$ cat src/rtl/cache_axi_bridge.sv
// cache_axi_bridge
// Turns single-word cache memory-port requests into single-beat AXI3
// transactions and returns the result through a one-cycle completion pulse.
// Only one transaction is outstanding at a time.
//
// Ports
//   clk, clrn                 clock (rising edge) / async active-low reset
//   c_a, c_din, c_strobe, c_rw  cache request (held until c_ready)
//   c_dout, c_ready, c_err    cache completion (c_err valid with c_ready)
//   ar*/r*                    AXI read address / read data channels
//   aw*/w*/b*                 AXI write address / data / response channels
module cache_axi_bridge #(
  parameter int         A_WIDTH = 32,
  parameter logic [3:0] AXI_ID  = 4'd1
) (
  input  logic               clk,
  input  logic               clrn,
  // cache side
  input  logic [A_WIDTH-1:0] c_a,
  input  logic [31:0]        c_din,
  input  logic               c_strobe,
  input  logic               c_rw,
  output logic [31:0]        c_dout,
  output logic               c_ready,
  output logic               c_err,
  // AXI read address
  output logic [3:0]         arid,
  output logic [A_WIDTH-1:0] araddr,
  output logic [7:0]         arlen,
  output logic [2:0]         arsize,
  output logic [1:0]         arburst,
  output logic               arvalid,
  input  logic               arready,
  // AXI read data
  input  logic [3:0]         rid,
  input  logic [31:0]        rdata,
  input  logic [1:0]         rresp,
  input  logic               rlast,
  input  logic               rvalid,
  output logic               rready,
  // AXI write address
  output logic [3:0]         awid,
  output logic [A_WIDTH-1:0] awaddr,
  output logic [7:0]         awlen,
  output logic [2:0]         awsize,
  output logic [1:0]         awburst,
  output logic               awvalid,
  input  logic               awready,
  // AXI write data
  output logic [3:0]         wid,
  output logic [31:0]        wdata,
  output logic [3:0]         wstrb,
  output logic               wlast,
  output logic               wvalid,
  input  logic               wready,
  // AXI write response
  input  logic [3:0]         bid,
  input  logic [1:0]         bresp,
  input  logic               bvalid,
  output logic               bready
);

  typedef enum logic [2:0] {IDLE, RADDR, RDATA, WADDR, WRESP, DONE} state_t;

  state_t             state;
  logic [A_WIDTH-1:0] a_q;
  logic [31:0]        din_q;
  logic               aw_done;
  logic               w_done;
  logic               aw_hs;
  logic               w_hs;

  // Single-beat word transfers only: burst fields are fixed.
  assign arid    = AXI_ID;
  assign awid    = AXI_ID;
  assign wid     = AXI_ID;
  assign arlen   = 8'd0;
  assign awlen   = 8'd0;
  assign arsize  = 3'b010;
  assign awsize  = 3'b010;
  assign arburst = 2'b01;
  assign awburst = 2'b01;
  assign wstrb   = 4'hF;
  assign wlast   = 1'b1;
  assign araddr  = a_q;
  assign awaddr  = a_q;
  assign wdata   = din_q;

  // IDs and rlast carry no information for a single-beat, single-ID master.
  logic unused;
  assign unused = ^{rid, rlast, bid};

  assign aw_hs = awvalid & awready;
  assign w_hs  = wvalid & wready;

  // Direction is not kept in a register: it is fully encoded by the
  // RADDR/WADDR branch taken when the request is latched.
  always_ff @(posedge clk or negedge clrn) begin
    if (!clrn) begin
      state   <= IDLE;
      a_q     <= '0;
      din_q   <= '0;
      arvalid <= 1'b0;
      rready  <= 1'b0;
      awvalid <= 1'b0;
      wvalid  <= 1'b0;
      bready  <= 1'b0;
      aw_done <= 1'b0;
      w_done  <= 1'b0;
      c_dout  <= '0;
      c_ready <= 1'b0;
      c_err   <= 1'b0;
    end else begin
      // completion outputs live for the single DONE cycle only
      c_ready <= 1'b0;
      c_err   <= 1'b0;
      case (state)
        IDLE: begin
          if (c_strobe) begin
            a_q   <= c_a;
            din_q <= c_din;
            if (c_rw) begin
              state   <= WADDR;
              awvalid <= 1'b1;
              wvalid  <= 1'b1;
              aw_done <= 1'b0;
              w_done  <= 1'b0;
            end else begin
              state   <= RADDR;
              arvalid <= 1'b1;
            end
          end
        end
        RADDR: begin
          if (arready) begin
            arvalid <= 1'b0;
            rready  <= 1'b1;
            state   <= RDATA;
          end
        end
        RDATA: begin
          if (rvalid) begin
            rready  <= 1'b0;
            c_dout  <= rdata;
            c_err   <= |rresp;
            c_ready <= 1'b1;
            state   <= DONE;
          end
        end
        WADDR: begin
          // address and data channels retire independently, in any order
          if (aw_hs) begin
            awvalid <= 1'b0;
            aw_done <= 1'b1;
          end
          if (w_hs) begin
            wvalid <= 1'b0;
            w_done <= 1'b1;
          end
          if ((aw_done | aw_hs) & (w_done | w_hs)) begin
            bready <= 1'b1;
            state  <= WRESP;
          end
        end
        WRESP: begin
          if (bvalid) begin
            bready  <= 1'b0;
            c_err   <= |bresp;
            c_ready <= 1'b1;
            state   <= DONE;
          end
        end
        // strobe seen here still belongs to the request just completed
        DONE:    state <= IDLE;
        default: state <= IDLE;
      endcase
    end
  end

endmodule

$ cat config.mk
export PLATFORM = sky130hd
export DESIGN_NAME = cache_axi_bridge
export DESIGN_NICKNAME = d
export VERILOG_FILES = /design/src/rtl/cache_axi_bridge.sv
export SDC_FILE = /design/constraint.sdc
export NUM_CORES = 1
export LEC_CHECK = 0
export BUFFER_PORTS_ARGS = -buffer_cell sky130_fd_sc_hd__buf_4
export CORE_AREA = 3 3 113 115
export DETAILED_ROUTE_END_ITERATION = 10
export DIE_AREA = 0 0 116 118
export MAX_ROUTING_LAYER = met4
export PLACE_DENSITY = 0.75
export SLEW_MARGIN = 15
export SYNTH_ARGS = -nofsm -noshare
export SYNTH_HDL_FRONTEND = slang
export SYNTH_SLANG_ARGS = --single-unit
$ cat constraint.sdc
create_clock -name clk -period 2.3 [get_ports clk]
set_input_delay 0.46 -clock clk [delete_from_list [all_inputs] [get_ports clk]]
set_output_delay 0.46 -clock clk [all_outputs]
set_load 0.05 [all_outputs]
# --- Word level (Yosys, flattened, before mapping) ---
# Cells that the tools add are included.
op_classes:
  eq_ne: 13
  mux: 35
  n_bitwise: 5
  n_reduce_logical: 15
ops:
  columns: ["cell", "n"]
  rows:
  - ["1-bit 2-to-1 mux", 19]
  - ["2-bit != test (second input constant)", 9]
  - ["1-bit case mux with 2 select lines", 9]
  - ["3-bit 2-to-1 mux", 5]
  - ["3-bit case mux with 5 select lines", 1]
  - ["4-bit AND reduction", 3]
  - ["2-bit nonzero test", 4]
  - ["3-bit by 2-bit == test with 1-bit output (second input constant)", 2]
  - ["3-bit AND reduction", 2]
  - ["5-bit AND reduction", 1]
  - ["2-bit AND reduction", 2]
  - ["2-bit OR reduction", 2]
  - ["1-bit AND", 3]
  - ["3-bit by 1-bit == test with 1-bit output (second input constant)", 1]
  - ["3-bit == test (second input constant)", 1]
  - ["3-bit zero test", 1]
  - ["2-bit 2-to-1 mux", 1]
  - ["1-bit OR", 2]
totals:
  register_bits: 108

# --- Longest topological paths before layout ---
logic_depth:
  depth_word: 5
  ltp_mapped: 6
  mapped_depth_nobuf: 3

# --- Least setup slack after synthesis ---
# OpenSTA, ideal clock, no wires.
synth_timing:
  path_kind: "register -> register"
  start: "reg state[1]"
  end: "reg a_q[0] (netlist: araddr[0])"
  t_arrival_ns: 1.449
  slack_ns: 0.726
  stages_incl_launch_ff: 6
  path_buffers: 3
  synth_period_minus_slack_ns: 1.574
  path_cell_list: "dfrtp_1 buf_2 nor4b_4 buf_6 buf_4 mux2_2"
synth_via:
  elab_chain_len: 2
synth_lines:
  columns: ["item", "line_no", "rtl"]
  rows:
  - ["from (decl)", "65", "state_t state;"]
  - ["from (signal assigned)", "100", "state <= IDLE;"]
  - ["from (signal assigned)", "123", "state <= WADDR;"]
  - ["from (signal assigned)", "129", "state <= RADDR;"]
  - ["3-bit zero test", "117", "case (state)"]
  - ["2-bit AND reduction (no line)", null, null]
  - ["to (signal assigned)", "101", "a_q <= '0;"]
  - ["to (signal assigned)", "120", "a_q <= c_a;"]
  - ["to (decl)", "66", "logic [A_WIDTH-1:0] a_q;"]
# Every way passes these cells.
# A chain may end at the register's enable or synchronous reset.

# --- Worst setup path after layout ---
layout_timing:
  start: "reg state[0]"
  end: "reg din_q[30] (netlist: wdata[30])"
layout_via:
  elab_chain_len: 2
layout_lines:
  columns: ["item", "line_no", "rtl"]
  rows:
  - ["3-bit zero test", "117", null]
  - ["2-bit AND reduction (no line)", null, null]
  - ["to (signal assigned)", "121", "din_q <= c_din;"]
  - ["to (decl)", "67", "logic [31:0] din_q;"]
# Every way passes these cells.

==> flow_summary.ini <==
[placement]
port_buffers = 243
gp_congestion = 0.707
dp.cells = 689
dp_hpwl_mm = 8.36

[global_routing]
grt_usage_pct = 15.5
gr-usage-met2_pct = 26.9
grtUsageMet3_pct = 3.55
overflow = 0
use_met1_pct = 17.2
grt_pass1_wl_mm = 16.3
first_global_vias = 3286
busiest_layer = met2
grt_max_degree = 59
antenna_found_initial = 0

[clocking]
clk_pin_slew_worst_paths_ns = 0.07
numClockSinks = 108
clockBufferDepth = 2
post_cts_buffers = 0
hold_buffers = 0
cts.htree.levels = 3
post_cts_resized = 0
numCtsBuffers = 9
clk_latency_ns = 0.34
cts_tree = yes
cts_root_buf = clkbuf_16

[floorplan]
start_util_pct = 39.7
die_y_um = 118
num_io_pins = 296
die-area_mm2 = 0.0137
core-area_mm2 = 0.0119
die_w_um = 116
placementRows = 40

[yosys]
synth_area_leaders = dfrtp_1 57%, mux2_2 23%, buf_4 13%
yosysWarnings = 0
yosysUniqueCellTypes = 28
syn-instance-count = 341
synth_top_area_share_pct = 57.1
ys_seq_area_share_pct = 57.1
netlist_area_mm2 = 0.00473
ys_ff_latch = 108
synth.avg_cell_area_um2 = 13.9
yosysTopAreaCell = dfrtp_1

[sta]
final_max_slew_viol_count = 0
fmax_mhz = 548
min_period_ns = 1.83
setup_viol = 0
tns_ns = 0
rsz0062_at_grt = false
skew_ns = 0.00524
fin_crit_sh_pct = 79.4
hold_violations = 0

[cells_and_area]
drive_gt1_share_pct = 64.2
fillers = 1017
syn2layout_area_growth_pct = 39.3
mostFrequentLayoutCells = 245 x buf_4, 108 x dfrtp_1, 95 x mux2_2
instances_no_fill = 705
diodes = 0
final_nets = 671
layout_commonest_cell = buf_4

[critical_path]
crit_fanout = 58
arrival_ns = 2.04
path_delay_family = flip-flops
cp-start-kind = register
cpPeakStageDelay_ns = 0.55
worstSetupEndpointType = register
cp_slowest_cell = dfrtp_1
crit_required_ns = 2.52
cp_cell_sequence = nor4b_4 -> buf_12 -> mux2_2
path_buf_inv = 1
crit_type = register to register

[run_status]
outcome = finished clean

[route]
vias = 3154
drt-pass1-iter-count = 4
wl_per_cell_um = 15.1
drt_iter0_drc = 79
drc = 0
totalWireLength_mm = 10.7
vias_per_cell = 4.47
antenna_left = 0

[hold_path]
hold_class = primary input to async pin

[run]
drv_cap = 0
-- state kept, by name, summed over array words and instances (netlist names), 3 cells and up --
| name | count |
|---|---|
| c_dout | 32 |
| wdata | 32 |
| state | 3 |
| araddr | 32 |
-- routing by layer --
| layer | vias up | share of wire (%) |
|---|---|---|
| li1 | 1468 | - |
| met1 | 1518 | 38 |
| met2 | 150 | 53 |
| met3 | 18 | 6.9 |
| met4 | 0 | 1.9 |
| met5 | - | 0 |
-- logic make-up (layout without fill, tap and decap cells) --
family | after synthesis | count (layout) | share of synthesized area, %
and+or+nand+nor | 21 | 21 | 2.56
AOI/OAI and AO/OA | 20 | 20 | 2.75
muxes | 98 | 98 | 23.3
other | 2 | 43 | 0.159
DFF | 108 | 108 | 57.1
buffers and inverters | 92 | 268 | 14.1
-- area by class of cell --
cell class	count	area, µm²	area share (%)
Clock inverter	2	10.0	0.152
Sequential cell	108	2700	41.0
Timing Repair Buffer	248	1900	28.8
Clock buffer	14	254	3.85
Inverter	4	15.0	0.228
Multi-Input combinational cell	182	1530	23.2
Tap cell	147	184	2.79
-- synthesized netlist by cell type, drive strengths merged --
library cell  number
a21o               1
o221ai             1
conb               2
o21ai              6
nand2              5
a21bo              1
inv                4
mux2i              1
nor3b              1
nand3              1
o2bb2ai            2
nor4bb             1
nor2b              2
nor2               8
dfrtp            108
nor4b              1
nand3b             1
buf               87
a21oi              5
mux2              97
clkbuf             1
and2               1
a22o               1
a32o               1
a31oi              2
-- per-stage QoR --
stage                     setup slack [ns]  hold slack (ns)  instance area [µm²]  utilization [%]
after global placement               0.513            0.458                 6330             53.2
after CTS                            0.457           0.0927                 6600             55.4
after floorplan                      0.726            0.164                 4890                -
after global routing                 0.377            0.100                 6600             55.4
final                                0.474           0.0780                 6600             55.4
after detailed placement             0.466            0.467                 6330             53.2
-- worst paths after layout --
| kind | startpoint | endpoint | slack, ns | depth (start not counted) |
|---|---|---|---|---|
| max | state[0]$_DFFE_PN0P_ | wdata[30]$_DFFE_PN0P_ | 0.47 | 3 |
| min | clrn | wdata[6]$_DFFE_PN0P_ | 0.08 | 1 |
| max reg2reg | state[0]$_DFFE_PN0P_ | wdata[30]$_DFFE_PN0P_ | 0.47 | 3 |
| min reg2reg | w_done$_DFFE_PN0P_ | w_done$_DFFE_PN0P_ | 0.49 | 1 |
| max in group asynchronous | clrn | wdata[10]$_DFFE_PN0P_ | 1.54 | 2 |
| min in group clk | rdata[6] | c_dout[6]$_DFFE_PN0P_ | 0.33 | 2 |
Power is not shown: default switching activity piles up to over one toggle a cycle in this logic, so the estimate is an artifact.
